<file path="src/rtl/paddle_axis_pkg.sv">
// Shared field positions of the hps_io mouse word and the saturating adder
// used by both paddle axis accumulators.
package paddle_axis_pkg;

    localparam int STB_BIT = 24;
    localparam int DX_SIGN = 4;
    localparam int DY_SIGN = 5;
    localparam int DX_LSB  = 8;
    localparam int DY_LSB  = 16;
    localparam int BTN_MSB = 2;

    // Add in a wide signed domain, then pin the result to the signed range of width bits.
    function automatic logic signed [31:0] sat_add(input logic signed [31:0] acc,
                                                   input logic signed [31:0] delta,
                                                   input int width);
        logic signed [31:0] sum;
        logic signed [31:0] hi;
        logic signed [31:0] lo;
        sum = acc + delta;
        hi  = (32'sd1 <<< (width - 1)) - 32'sd1;
        lo  = -(32'sd1 <<< (width - 1));
        if (sum > hi) begin
            sat_add = hi;
        end else if (sum < lo) begin
            sat_add = lo;
        end else begin
            sat_add = sum;
        end
    endfunction

endpackage

</file>
<file path="src/rtl/paddle_axis_mapper_accum.sv">
// One paddle axis: scales and clamps a raw 9-bit mouse delta, then keeps a
// saturating signed accumulator with clear, event and spring-decay strobes.
module axis_accum
    import paddle_axis_pkg::*;
#(
    parameter int WIDTH    = 8,
    parameter int MAX_STEP = 10
) (
    input  logic                    clk_i,
    input  logic                    rst_ni,
    input  logic [8:0]              delta_i,
    input  logic [1:0]              sens_i,
    input  logic                    clr_i,
    input  logic                    evt_i,
    input  logic                    decay_i,
    output logic signed [WIDTH-1:0] acc_o
);

    logic signed [WIDTH-1:0] acc_q, acc_d;
    logic signed [8:0]       shifted;
    logic signed [31:0]      step;
    logic signed [31:0]      sum;

    always_comb begin
        shifted = $signed(delta_i) >>> sens_i;
        step    = $signed({{23{shifted[8]}}, shifted});
        if (step > MAX_STEP) begin
            step = MAX_STEP;
        end else if (step < -MAX_STEP) begin
            step = -MAX_STEP;
        end
        sum   = sat_add($signed({{(32-WIDTH){acc_q[WIDTH-1]}}, acc_q}), step, WIDTH);
        acc_d = acc_q;
        if (clr_i) begin
            acc_d = '0;
        end else if (evt_i) begin
            acc_d = sum[WIDTH-1:0];
        end else if (decay_i) begin
            // Step one toward zero; zero itself is left alone.
            if (acc_q[WIDTH-1]) begin
                acc_d = acc_q + WIDTH'(1);
            end else if (acc_q != '0) begin
                acc_d = acc_q + {WIDTH{1'b1}};
            end
        end
    end

    always_ff @(posedge clk_i or negedge rst_ni) begin
        if (!rst_ni) begin
            acc_q <= '0;
        end else begin
            acc_q <= acc_d;
        end
    end

    assign acc_o = acc_q;

endmodule

</file>
<file path="src/rtl/paddle_axis_mapper.sv">
// Mouse / analog-stick to paddle mapper: strobe detection, source arbitration,
// spring-decay timing and output muxing around two axis accumulators.
module paddle_axis_mapper
    import paddle_axis_pkg::*;
#(
    parameter int WIDTH      = 8,
    parameter int MAX_STEP   = 10,
    parameter int CENTER_DIV = 65536
) (
    input  logic             clk_sys,
    input  logic             reset_n,
    input  logic [24:0]      ps2_mouse,
    input  logic [15:0]      joya,
    input  logic [2:0]       joy_btn,
    input  logic [1:0]       sens,
    input  logic [1:0]       invert,
    input  logic             spring,
    input  logic             recenter,
    output logic [WIDTH-1:0] axis_x,
    output logic [WIDTH-1:0] axis_y,
    output logic [2:0]       btn,
    output logic             mouse_active
);

    localparam int CNT_W = $clog2(CENTER_DIV);
    localparam logic [CNT_W-1:0] CNT_LAST = CNT_W'(CENTER_DIV - 1);

    logic             armed_q, old_stb_q;
    logic             active_q, active_d;
    logic [2:0]       btn_q, btn_d;
    logic [CNT_W-1:0] cnt_q, cnt_d;
    logic             strobe_evt, joy_nz, clr, evt, decay;
    logic signed [WIDTH-1:0] acc_x, acc_y;
    logic signed [7:0]       joy_x8, joy_y8;
    logic [WIDTH-1:0]        raw_x, raw_y;

    always_comb begin
        strobe_evt = armed_q && (ps2_mouse[STB_BIT] != old_stb_q);
        joy_nz     = |joya;
        clr        = joy_nz | recenter;
        // A stick deflection or recentre swallows a same-cycle mouse packet.
        evt        = strobe_evt & ~clr;
        active_d   = active_q;
        btn_d      = btn_q;
        cnt_d      = '0;
        decay      = 1'b0;
        if (joy_nz) begin
            active_d = 1'b0;
        end else if (evt) begin
            active_d = 1'b1;
            btn_d    = ps2_mouse[BTN_MSB:0];
        end
        if (spring && !clr && !strobe_evt) begin
            if (cnt_q == CNT_LAST) begin
                decay = 1'b1;
            end else begin
                cnt_d = cnt_q + CNT_W'(1);
            end
        end
    end

    always_ff @(posedge clk_sys or negedge reset_n) begin
        if (!reset_n) begin
            armed_q   <= 1'b0;
            old_stb_q <= 1'b0;
            active_q  <= 1'b0;
            btn_q     <= '0;
            cnt_q     <= '0;
        end else begin
            armed_q   <= 1'b1;
            old_stb_q <= ps2_mouse[STB_BIT];
            active_q  <= active_d;
            btn_q     <= btn_d;
            cnt_q     <= cnt_d;
        end
    end

    axis_accum #(.WIDTH(WIDTH), .MAX_STEP(MAX_STEP)) u_acc_x (
        .clk_i   (clk_sys),
        .rst_ni  (reset_n),
        .delta_i ({ps2_mouse[DX_SIGN], ps2_mouse[DX_LSB +: 8]}),
        .sens_i  (sens),
        .clr_i   (clr),
        .evt_i   (evt),
        .decay_i (decay),
        .acc_o   (acc_x)
    );

    axis_accum #(.WIDTH(WIDTH), .MAX_STEP(MAX_STEP)) u_acc_y (
        .clk_i   (clk_sys),
        .rst_ni  (reset_n),
        .delta_i ({ps2_mouse[DY_SIGN], ps2_mouse[DY_LSB +: 8]}),
        .sens_i  (sens),
        .clr_i   (clr),
        .evt_i   (evt),
        .decay_i (decay),
        .acc_o   (acc_y)
    );

    always_comb begin
        joy_x8 = joya[7:0];
        joy_y8 = joya[15:8];
        raw_x  = active_q ? acc_x : WIDTH'(joy_x8);
        raw_y  = active_q ? acc_y : WIDTH'(joy_y8);
    end

    assign axis_x       = invert[0] ? ~raw_x : raw_x;
    assign axis_y       = invert[1] ? ~raw_y : raw_y;
    assign btn          = active_q ? btn_q : joy_btn;
    assign mouse_active = active_q;

endmodule

</file>
<file path="config.mk">
export PLATFORM = sky130hd
export DESIGN_NAME = paddle_axis_mapper
export DESIGN_NICKNAME = d
export VERILOG_FILES = /design/src/rtl/paddle_axis_pkg.sv /design/src/rtl/paddle_axis_mapper_accum.sv /design/src/rtl/paddle_axis_mapper.sv
export SDC_FILE = /design/constraint.sdc
export NUM_CORES = 1
export LEC_CHECK = 0
export ABC_AREA = 0
export BUFFER_PORTS_ARGS = -buffer_cell sky130_fd_sc_hd__buf_2
export CORE_UTILIZATION = 54
export DETAILED_ROUTE_END_ITERATION = 10
export GPL_TIMING_DRIVEN = 1
export PLACE_DENSITY = 0.83
export SLEW_MARGIN = 40
export SYNTH_ARGS = -nofsm -noshare
export SYNTH_HDL_FRONTEND = slang
export SYNTH_SLANG_ARGS = --single-unit
</file>
<file path="constraint.sdc">
create_clock -name clk_sys -period 4.4 [get_ports clk_sys]
set_clock_uncertainty 0.05 [all_clocks]
set_input_delay 0.44 -clock clk_sys [delete_from_list [all_inputs] [get_ports clk_sys]]
set_output_delay 0.44 -clock clk_sys [all_outputs]
set_load 0.02 [all_outputs]
</file>
==> key figures <==
Worst hold path
  • Type of the worst min-delay path: in -> reg
  • Origin of the worst min-delay path: ps2_mouse[24]

Setup path
  • Data required time at the worst endpoint: 4.58 ns
  • Worst setup path end: u_acc_x.acc_o[2]$_DFFE_PN0P_
  • WP depth: 27
  • Slowest Stage Delay on Critical Path: 0.48 ns
  • Start of the worst register-to-register path: u_acc_x.acc_o[1]$_DFFE_PN0P_
  • Arrival time of the worst setup path: 5.56 ns
  • Setup crit end kind: flop
  • Startpoint of the most critical setup path: sens[1]
  • Largest driver fanout on the critical path: 5
  • Category of the critical setup timing path: in -> reg
  • Category of cells accounting for the largest share of critical-path delay: compound AO/OA/AOI/OAI gates
  • Register-to-register setup slack: 0.13 ns
  • Worst reg2reg path depth: 17
  • CP Buf/Inv Count: 3
  • R2R Path End: u_acc_x.acc_o[2]$_DFFE_PN0P_
  • Max stage delay cell, worst path: sky130_fd_sc_hd__fa_2
  • Kind of start point of the critical path: input pin

Clock tree
  • Number of clock sinks: 38
  • Later-pin clock latency in the skew report: 0.31 ns
  • Clk buf depth: 2
  • CTS buffer count: 5
  • Root buffer selected by CTS: sky130_fd_sc_hd__clkbuf_8
  • TritonCTS clock tree: built
  • H-Tree Depth: 2
  • Clock transition at path regs: 0.08 ns

Floorplan
  • IO Pins: 72
  • Full die area: 9750 um2
  • Chip Height: a little under 100 um
  • Std-Cell Rows: 34
  • Die span in x: just under 100 um
  • Floorplan Core Area: 8890 um2
  • Initial Utilization: 56.8%

Global route
  • Number of global-route vias before repair: just under 6k
  • Initial antenna violation count: 0
  • First-pass GRT wire length: 26700 um
  • Total congestion overflow after global routing: 0
  • Total GRT Usage: 33.5%
  • Maximum number of pins on one net before global-route repair: 24

Yosys
  • Synth Register Bits: 38
  • Main combinational cell family by area after synthesis: simple AND/OR/NAND/NOR gates
  • List of most frequent post-synthesis cells: sky130_fd_sc_hd__nor2_1, sky130_fd_sc_hd__nand2_1, sky130_fd_sc_hd__a21oi_1
  • Number of warnings issued by yosys: 0
  • Total standard cell area after synthesis: 5050 um2
  • Mux cell area share after synthesis: a little over 7%
  • Post-synth EDFFs: 0
  • Nets in the synthesized netlist: approximately 730
  • Share of the synthesized area in compound gates (AO/OA/AOI/OAI): 21.0%
  • Top cell type's share of synthesized area: 18.8%
  • Adder and majority cell fraction of the synthesized area: between 10% and 20%
  • Most used DFF post-synth: sky130_fd_sc_hd__dfrtp_1
  • Yosys cell types: 71
  • Average footprint of a synthesized cell: 8.05 um2
  • Xor and xnor fraction of the mapped netlist area: 7.60%
  • Share of async-settable or async-resettable flops after synthesis: 100%
  • Syn Inst Count: 628
  • Most area-consuming cells after synthesis: sky130_fd_sc_hd__dfrtp_1, sky130_fd_sc_hd__fa_1, sky130_fd_sc_hd__ha_1
  • Simple-gate area share of the yosys netlist: 25.2%
  • Library cell with the highest instance count after synthesis: sky130_fd_sc_hd__nor2_1
  • Seq/Total Area, Yosys: 18.8%
  • Library cell with the largest summed area after synthesis: sky130_fd_sc_hd__dfrtp_1

Placed design
  • DPL Wire Length: between 10000 and 15000 um
  • Worst setup slack after placement: -1.41 ns
  • RePlAce Congestion: ~0.97
  • Port bufs: 68

Power and ir drop
  • Leak Pwr: 3.21 nW
  • Switching portion of total power: 32.4%
  • Relative contribution of sequential cells to total power: 29.6%
  • Worst ir drop on vdd: 0.167 mV
  • Power per standard cell area: around 170 nW/um2
  • Cell Int Power: 802 uW
  • Final Power: 1.19 mW
  • Switching pwr: 384 uW
  • Part of the power in the clock network: 31.4%
  • Part of the power in combinational logic: 39.1%

Status
  • Failing checks: negative setup slack
  • Status: finished, violations left

Layout
  • Storage element area: roughly 950 um2
  • Area of combinational cells with multiple inputs: roughly 4300 um2
  • Fraction of final layout cells with drive strength greater than 1: 39.3%
  • Count of inserted antenna diode cells: 0
  • NumNets Final: 914
  • Area growth from synthesis to layout: 40.4%
  • Filler cell count: 528

STA
  • Setup repair after global routing missed its margin: true
  • FMAX: 186 MHz
  • Fin crit period: 5.38 ns
  • Fin. Hold Viols: 0
  • Slew at the pin closest to its max-slew limit: approximately 0.71 ns
  • Final worst slack: -0.979 ns
  • Number of max-slew violations in the final report: 0
  • Final setup fails: 14
  • Fin crit share: 122%
  • Worst rel slew slack: a little over half

Route
  • Routed wire length: 16700 um
  • Via count normalized by instance count: between 6 and 7
  • Via Count: 5772
  • DRC errors left: 0
  • Count of routing violations after the opening detailed-route iteration: about 450
  • Antenna Violating Nets Remaining: 0
  • WL/cell: 18.1 um
  • First-pass iteration count of the detailed router: 5

Run
  • Count of maximum capacitance violations: 0
==> stage by stage <==
step	instances	util [%]	area [um2]	hold slack [ns]	setup TNS [ns]
final	920	79.8	7090	0.231	-11.20
after global routing	920	79.8	7090	0.230	-13.95
after CTS	909	77.2	6860	0.229	-9.68
after detailed placement	879	71.4	6350	0.273	-18.68
after global placement	877	70.9	6300	0.407	-15.19
after floorplan	628	-	5220	0.0944	-10.76
==> worst reg2reg max path, cell delays in order (launching register included) <==
cell and delay (ns):
sky130_fd_sc_hd__dfrtp_1 0.41, sky130_fd_sc_hd__inv_1 0.15, sky130_fd_sc_hd__fa_2 0.42, sky130_fd_sc_hd__nor2b_2 0.14
sky130_fd_sc_hd__o211ai_1 0.12, sky130_fd_sc_hd__a31oi_1 0.25, sky130_fd_sc_hd__o21ai_1 0.12, sky130_fd_sc_hd__nand2b_1 0.15
sky130_fd_sc_hd__buf_4 0.13, sky130_fd_sc_hd__a21oi_2 0.05, sky130_fd_sc_hd__fa_2 0.48, sky130_fd_sc_hd__nor4b_2 0.31
sky130_fd_sc_hd__nand4_1 0.16, sky130_fd_sc_hd__or4_4 0.44, sky130_fd_sc_hd__a2bb2oi_2 0.17, sky130_fd_sc_hd__o21a_1 0.24
sky130_fd_sc_hd__a211o_1 0.29, sky130_fd_sc_hd__a21oi_2 0.11
==> cells by family after synthesis <==
group | Yosys count
AOI/OAI and AO/OA | 160
xor gates and xnor gates | 43
adders and majority gates | 51
buffers and inverters | 52
DFF | 38
muxes | 35
other | 1
and+or+nand+nor | 248
==> power groups by stage <==
stage	registers, mW	clock network, mW	logic (mW)
final	0.350	0.372	0.463
after floorplan	0.357	0	0.224
after global placement	0.357	0	0.363
after detailed placement	0.357	0	0.381
after CTS	0.350	0.368	0.421
after global routing	0.351	0.381	0.496
==> cell usage in the layout (no fill, tap or decap), types with 6 or more instances in the layout <==
master / synthesis / final
sky130_fd_sc_hd__ha_1: 27 / 23
sky130_fd_sc_hd__nand2b_1: 15 / 14
sky130_fd_sc_hd__xnor2_1: 27 / 27
sky130_fd_sc_hd__a21o_1: 8 / 8
sky130_fd_sc_hd__o211ai_1: 10 / 10
sky130_fd_sc_hd__a211o_1: 8 / 8
sky130_fd_sc_hd__mux2i_1: 26 / 23
sky130_fd_sc_hd__o21ai_1: 7 / 9
sky130_fd_sc_hd__a31oi_1: 7 / 7
sky130_fd_sc_hd__nand4_1: 13 / 13
sky130_fd_sc_hd__fa_2: 0 / 6
sky130_fd_sc_hd__buf_2: 4 / 66
sky130_fd_sc_hd__inv_1: 20 / 15
sky130_fd_sc_hd__nor3_1: 10 / 9
sky130_fd_sc_hd__nand2_1: 50 / 50
sky130_fd_sc_hd__mux2_2: 9 / 6
sky130_fd_sc_hd__and2_1: 11 / 6
sky130_fd_sc_hd__dfrtp_1: 38 / 37
sky130_fd_sc_hd__or2_2: 8 / 6
sky130_fd_sc_hd__fa_1: 24 / 18
sky130_fd_sc_hd__nor2_2: 1 / 8
sky130_fd_sc_hd__a21oi_2: 0 / 14
sky130_fd_sc_hd__buf_4: 0 / 134
sky130_fd_sc_hd__o21ai_0: 26 / 21
sky130_fd_sc_hd__nand3_1: 16 / 15
sky130_fd_sc_hd__xor2_1: 15 / 15
sky130_fd_sc_hd__nor2_1: 78 / 68
sky130_fd_sc_hd__nor4_1: 11 / 9
sky130_fd_sc_hd__a21oi_1: 47 / 31
==> layout make-up <==
| type | instances | share of cell area (%) |
|---|---|---|
| Multi-Input combinational cell | 538 | 61.0 |
| Timing Repair Buffer | 207 | 20.6 |
| Sequential cell | 38 | 13.4 |
| Tap cell | 108 | 1.91 |
| Inverter | 21 | 1.13 |
| Clock buffer | 5 | 0.970 |
| Clock inverter | 3 | 0.970 |
==> layer usage <==
| metal | track usage, % | wire, um | up-vias |
|---|---|---|---|
| li1 | - | - | 2628 |
| met3 | 3.19 | 1270 | 77 |
| met2 | 61.1 | 8260 | 364 |
| met5 | 0 | 0 | - |
| met4 | 11.0 | 561 | 0 |
| met1 | 41.7 | 6580 | 2703 |
==> worst min-delay path by stage <==
stage | to | slack [ns] | cells after the start
2_1_floorplan | armed_q$_DFF_PN0_ | 0.09 | 0
3_3_place_gp | btn_q[0]$_DFFE_PN0P_ | 0.41 | 2
3_5_place_dp | cnt_q[2]$_DFF_PN0_ | 0.27 | 1
4_1_cts | old_stb_q$_DFF_PN0_ | 0.23 | 1
5_1_grt | old_stb_q$_DFF_PN0_ | 0.23 | 1
6_report | old_stb_q$_DFF_PN0_ | 0.23 | 1
==> state kept, by name, summed over array words and instances, names as in the netlist <==
signal,flops
old_stb_q,1
cnt_q,16
btn_q,3
u_acc_x.acc_o,8
armed_q,1
u_acc_y.acc_o,8
mouse_active,1
==> timing repair <==
action                                 CTS  global route
pin swaps                               36            31
buffers inserted                        20            12
endpoints found under the hold margin    8             0
cloned                                   1             0
setup endpoints to repair               14            14
hold buffers                             1             0
gates resized for setup                 44            36
Note: power is estimated with default switching activity, not from simulation.
